==> config.mk <==
export PLATFORM = sky130hd
export DESIGN_NAME = fifo_sync_flat
export DESIGN_NICKNAME = d
export VERILOG_FILES = /design/src/rtl/fifo_sync_if.sv /design/src/rtl/fifo_sync.sv /design/src/flat_wrapper.sv
export SDC_FILE = /design/constraint.sdc
export NUM_CORES = 1
export LEC_CHECK = 0
export CAP_MARGIN = 20
export CORE_UTILIZATION = 53
export DETAILED_ROUTE_END_ITERATION = 6
export PLACE_DENSITY = 0.83
export SLEW_MARGIN = 20
export SYNTH_ARGS = -nofsm -noshare
export SYNTH_HDL_FRONTEND = slang
export SYNTH_SLANG_ARGS = --single-unit
==> constraint.sdc <==
create_clock -name clk -period 2.14 [get_ports clk]
set_input_delay 0.321 -clock clk [delete_from_list [all_inputs] [get_ports clk]]
set_output_delay 0.321 -clock clk [all_outputs]
set_load 0.005 [all_outputs]
==> src/rtl/fifo_sync_if.sv <==
// Producer/consumer side bundle for fifo_sync: push/pop handshake,
// show-ahead data, occupancy and status flags.
interface fifo_sync_if #(
  parameter int WIDTH = 8,
  parameter int AW    = 2
);
  logic             write;
  logic [WIDTH-1:0] din;
  logic             read;
  logic [WIDTH-1:0] dout;
  logic             full;
  logic             empty;
  logic [AW:0]      count;
  logic             almost_full;
  logic             almost_empty;
  logic             overflow;
  logic             underflow;

  // Producer/consumer view: drives requests and data, observes status.
  modport master (
    output write, din, read,
    input  dout, full, empty, count, almost_full, almost_empty,
           overflow, underflow
  );

  // FIFO view: accepts requests and data, reports status.
  modport slave (
    input  write, din, read,
    output dout, full, empty, count, almost_full, almost_empty,
           overflow, underflow
  );
endinterface

==> src/rtl/fifo_sync.sv <==
// Parametrised single-clock show-ahead FIFO with occupancy count,
// programmable almost-full/almost-empty thresholds and sticky
// overflow/underflow error flags.
module fifo_sync #(
  parameter int WIDTH    = 8,
  parameter int DEPTH    = 4,
  parameter int AW       = 2,
  parameter int AF_LEVEL = 3,
  parameter int AE_LEVEL = 1
) (
  input  logic           clk,
  input  logic           clr,
  fifo_sync_if.slave     bus
);

  // Thresholds sized to the count register so every compare is width-matched.
  localparam logic [AW:0] DEPTH_C = (AW+1)'(DEPTH);
  localparam logic [AW:0] AF_C    = (AW+1)'(AF_LEVEL);
  localparam logic [AW:0] AE_C    = (AW+1)'(AE_LEVEL);
  localparam logic [AW:0] ONE_C   = (AW+1)'(1);
  localparam logic [AW-1:0] PTR_ONE_C = AW'(1);

  logic [WIDTH-1:0] mem_r [DEPTH];
  logic [AW-1:0]    wr_ptr_r;
  logic [AW-1:0]    rd_ptr_r;
  logic [AW:0]      count_r;
  logic             overflow_r;
  logic             underflow_r;

  logic             full_s;
  logic             empty_s;
  logic             wr_en_s;
  logic             rd_en_s;
  logic             drop_s;
  logic             ignore_s;
  logic [AW:0]      count_nxt_s;
  logic [WIDTH-1:0] dout_s;

  // Status decode from occupancy; full and empty share the same count compare.
  always_comb begin
    full_s  = (count_r == DEPTH_C);
    empty_s = (count_r == {(AW+1){1'b0}});
  end

  // Accept logic: a full FIFO still takes a write if a pop frees the slot,
  // and an empty FIFO never pops (no same-cycle bypass).
  always_comb begin
    wr_en_s  = bus.write & (~full_s | bus.read);
    rd_en_s  = bus.read & ~empty_s;
    drop_s   = bus.write & full_s & ~bus.read;
    ignore_s = bus.read & empty_s;
  end

  // Next occupancy: only an unbalanced push or pop moves the count.
  always_comb begin
    count_nxt_s = count_r;
    case ({wr_en_s, rd_en_s})
      2'b10:   count_nxt_s = count_r + ONE_C;
      2'b01:   count_nxt_s = count_r - ONE_C;
      default: count_nxt_s = count_r;
    endcase
  end

  // Pointer, count and sticky error state; clr wins over any request.
  always_ff @(posedge clk) begin
    if (clr) begin
      wr_ptr_r    <= {AW{1'b0}};
      rd_ptr_r    <= {AW{1'b0}};
      count_r     <= {(AW+1){1'b0}};
      overflow_r  <= 1'b0;
      underflow_r <= 1'b0;
    end else begin
      if (wr_en_s) begin
        wr_ptr_r <= wr_ptr_r + PTR_ONE_C;
      end
      if (rd_en_s) begin
        rd_ptr_r <= rd_ptr_r + PTR_ONE_C;
      end
      count_r <= count_nxt_s;
      if (drop_s) begin
        overflow_r <= 1'b1;
      end
      if (ignore_s) begin
        underflow_r <= 1'b1;
      end
    end
  end

  // Storage is never cleared; a write coinciding with clr is discarded.
  always_ff @(posedge clk) begin
    if (wr_en_s && !clr) begin
      mem_r[wr_ptr_r] <= bus.din;
    end
  end

  // Show-ahead head word, forced to zero while the FIFO holds nothing.
  always_comb begin
    if (empty_s) begin
      dout_s = {WIDTH{1'b0}};
    end else begin
      dout_s = mem_r[rd_ptr_r];
    end
  end

  // Drive the bundle outputs from the decoded state.
  always_comb begin
    bus.dout         = dout_s;
    bus.full         = full_s;
    bus.empty        = empty_s;
    bus.count        = count_r;
    bus.almost_full  = (count_r >= AF_C);
    bus.almost_empty = (count_r <= AE_C);
    bus.overflow     = overflow_r;
    bus.underflow    = underflow_r;
  end

endmodule
==> src/flat_wrapper.sv <==
// flat-port wrapper written by rule: the top's interface ports become plain ports
module fifo_sync_flat 
#(
  parameter int WIDTH    = 8,
  parameter int DEPTH    = 4,
  parameter int AW       = 2,
  parameter int AF_LEVEL = 3,
  parameter int AE_LEVEL = 1
)
  (clk, clr, bus_write, bus_din, bus_read, bus_dout, bus_full, bus_empty, bus_count, bus_almost_full, bus_almost_empty, bus_overflow, bus_underflow);
  fifo_sync_if #(.WIDTH(WIDTH), .AW(AW)) bus_i ();
  input  logic clk;
  input  logic clr;
  input wire logic [$bits(bus_i.write)-1:0] bus_write;
  input wire logic [$bits(bus_i.din)-1:0] bus_din;
  input wire logic [$bits(bus_i.read)-1:0] bus_read;
  output wire logic [$bits(bus_i.dout)-1:0] bus_dout;
  output wire logic [$bits(bus_i.full)-1:0] bus_full;
  output wire logic [$bits(bus_i.empty)-1:0] bus_empty;
  output wire logic [$bits(bus_i.count)-1:0] bus_count;
  output wire logic [$bits(bus_i.almost_full)-1:0] bus_almost_full;
  output wire logic [$bits(bus_i.almost_empty)-1:0] bus_almost_empty;
  output wire logic [$bits(bus_i.overflow)-1:0] bus_overflow;
  output wire logic [$bits(bus_i.underflow)-1:0] bus_underflow;
  assign bus_i.write = bus_write;
  assign bus_i.din = bus_din;
  assign bus_i.read = bus_read;
  assign bus_dout = bus_i.dout;
  assign bus_full = bus_i.full;
  assign bus_empty = bus_i.empty;
  assign bus_count = bus_i.count;
  assign bus_almost_full = bus_i.almost_full;
  assign bus_almost_empty = bus_i.almost_empty;
  assign bus_overflow = bus_i.overflow;
  assign bus_underflow = bus_i.underflow;
  fifo_sync #(.WIDTH(WIDTH), .DEPTH(DEPTH), .AW(AW), .AF_LEVEL(AF_LEVEL), .AE_LEVEL(AE_LEVEL)) u_core (.clk(clk), .clr(clr), .bus(bus_i));
endmodule
==> results.md, run 1 <==
* Clock latency on the worst-skew pair at ~0.35 ns
* Clock buffer depth at 2
* Maxcap violations at 0
* Sequential share of power at ~42%
* Ant diodes at 0
* Critical Path Fanout Max at 5
* Synth Cell Area at 1920 um^2
* WP data required at 1.82 ns
* Top delay family on crit path: multiplexers
* CTS H-tree lvls at 2
* Hold slack at approximately 0.50 ns
* DRC errors left at 0
* Yosys reg bits at 43
* Clk slew on worst S/H paths at around 0.11 ns
* Leak at ~0.9 nW
* Drt wl/cell at 16.6 um
* IO Pins at 29
* Sw Ratio at a little over 30%
* Placed Area at approximately 2300 um^2
* Final ANT Viol Nets at 0
* Crit path time final at approximately 2.0 ns
* Final Cycle Share at 93.9%
* Pin count of the biggest net entering global routing at 14
* Initial antenna violation count at 0
* Worst path bufs/invs at 2
* RSZ-0062 raised after global routing: no
* Critical Path End Type: output pin
* Hold Vio Cnt, Final at 0
* Pre-CTS WS at -0.00365 ns
* Setup Skew at around 0.0098 ns
* Post-DP HPWL at about 2700 um
* Met1 Use GR at between 20% and 30%
* Chip Height at about 62 um
* Met3 GRT Util at under 10%
* Crit path kind: flip-flop to output pin
* Yosys Warn Count at 0
* PwrDens at 1020 nW/um^2
* Die W at 62.2 um
* Layout Area Growth over Synthesis at 23.6%
* Post-Synthesis Cells at 131
* Port Buffers at 28
* Arrival time worst endpoint at about 1.7 ns
* Rows at 21
* Worst setup margin at ~0.13 ns
* Via count at roughly 1,200
* Worst path depth at 4
* GRT met2 Usage at about 34%
* Max-slew headroom at approximately 73%
* Initial Util at 56.3%
* Design Area, Final at ~2400 um^2
* First-pass GRT wire length at between 5000 and 6000 um
* Pint at 1.69 mW
* Critical path startpoint category: flip-flop
* CP max-delay cell: mux4_2
* Leading cell type in the layout, fill and taps excluded: edfxtp_1
* Seq/Total Area, Yosys at between 60% and 70%
* Gate power share at 40.8%
* Core area at roughly 3400 um^2
* DRT iter0 DRCs at 71
* Drt first pass iters at 6
* Max-slew violation count at 0
* Clk sinks at 43
* Syn_nets at between 150 and 200
* CTS tree: done
* Most frequent cells in the layout: edfxtp_1 (32), clkdlybuf4s50_1 (17)
* Clock root buffer: clkbuf_4
* Peak ir drop on the vdd network at 458 uV
* Grt total ovfl at 0
* All-Layer GR Usage at 20.5%
* Grt peak-use layer: met2
* Vias in the first global route at 1,232
* Final nets at 190
* CTS buffer count at 5
* Tightest Hold Check Type: flip-flop to flip-flop
* Clock power share at 17.0%
* Max incr delay on CP at 0.47 ns
* Final setup vio count at 0
* Share of cells above drive strength 1 at 26.3%
* Vias per cell at about 5.5
* Routed wire length at 3600 um
* FF-to-FF path depth at 5
* Post-synth cell types at 34
* Switch Pwr at about 0.73 mW
* Hold_buf cts at 0
* Hold Path Depth at 2
* Die footprint at approximately 3900 um^2
* Fmax at about 0.50 GHz
* Pin slew with the least headroom to its limit at between 0.4 and 0.5 ns
* Status: finished clean
* Syn Area/Cell at around 15 um^2
* GPL Wtd Cong at approximately 0.76
* Worst path cell trace: buf_12 > mux4_2 > nor2b_1 > dlygate4sd2_1
[repair_timing]
item                                   in CTS  in global routing
buffers inserted                            5                  0
endpoints found under the hold margin       0                  0
setup endpoints to repair                  11                  7
gates resized for setup                    18                  9
[worst reg2reg max path: stages, from the launching register on]
cell,delay (ns)
dfxtp_1,0.36
inv_2,0.06
ha_2,0.18
and3b_1,0.21
nor3_1,0.29
and2_1,0.44
[synthesized netlist by cell type, drive strengths merged]
cell    number  area (um^2)
a311oi       1         8.76
ha           8          100
edfxtp      32          961
mux4         8          180
mux2i        1         10.0
clkbuf       2         7.51
nor2         7         26.3
buf          5         41.3
o2111a       1         11.3
nor3         2         10.0
or4          1         7.51
xnor2        1         8.76
nor3b        1         7.51
nor2b       10         77.6
mux2         1         11.3
and2         5         32.5
o21ai        6         30.0
nand3b       1         7.51
o21bai       1         7.51
dfxtp       11          220
inv          8         30.0
o211a        1         10.0
a21oi        8         40.0
a221oi       1         15.0
and3b        3         27.5
a21boi       1         7.51
or3          2         12.5
a31oi        1         6.26
o31ai        1         7.51
[sequential cells by signal, indices dropped and copies added (netlist names), named ones only]
name                  count
u_core.bus.count          3
u_core.bus.overflow       1
u_core.bus.underflow      1
u_core.mem_r             32
u_core.rd_ptr_r           2
u_core.wr_ptr_r           2
[logic make-up after synthesis]
logic type / Yosys count / share of synthesized area (%)
compound gates: 22 / 7.48
xor+xnor: 1 / 0.456
fa+ha+maj: 8 / 5.21
buf+inv: 15 / 4.10
flops: 43 / 61.4
mux: 10 / 10.5
simple gates: 32 / 10.9
[metrics by stage]
| step | power (mW) | util, % | TNS (ns) | cells |
|---|---|---|---|---|
| 2_1_floorplan | 1.56 | - | 0 | 131 |
| 3_3_place_gp | 1.95 | 66.4 | 0 | 204 |
| 3_5_place_dp | 2.00 | 66.4 | -0.0281 | 204 |
| 4_1_cts | 2.46 | 70.1 | 0 | 217 |
| 5_1_grt | 2.57 | 69.6 | 0 | 217 |
| 6_report | 2.43 | 69.6 | 0 | 217 |
[power groups by stage]
stage	logic [mW]	registers [mW]	clock network (mW)
6_report	0.990	1.02	0.412
5_1_grt	1.08	1.03	0.450
4_1_cts	1.02	1.02	0.413
3_5_place_dp	0.954	1.04	0
3_3_place_gp	0.916	1.04	0
2_1_floorplan	0.532	1.02	0
[per-layer routing]
layer / part of all wire, % / wire (um) / up-vias
met5: 0 / 0 / -
met4: 0.81 / 29 / 0
met3: 4.1 / 147 / 4
met2: 48 / 1740 / 32
met1: 47 / 1690 / 582
li1: - / - / 566
[layout make-up]
class                      count  area [um^2]
clock buffer                   6         51.3
clock inverter                 2         11.3
fill                         257         1040
inverter                       8         30.0
multi-input combinational     73          666
sequential                    43         1180
tap                           46         57.6
timing repair buffer          39          375
[worst paths after layout]
path | start | to | slack, ns
max | flip-flop | bus_dout[6] | 0.13
min | u_core.bus.overflow$_SDFFE_PP0P_ | u_core.bus.overflow$_SDFFE_PP0P_ | 0.50
max reg2reg | u_core.bus.count[1]$_SDFFE_PP0P_ | u_core.mem_r[1][1]$_DFFE_PP_ | 0.26
min reg2reg | u_core.bus.overflow$_SDFFE_PP0P_ | u_core.bus.overflow$_SDFFE_PP0P_ | 0.50
Note: power is estimated with default switching activity, not from simulation.
==> inputs of run 2 (changes only) <==
- SLEW_MARGIN: 20 -> 5
==> results of run 2 <==
The final DEF is identical to that of run 1; final timing and power are the same.
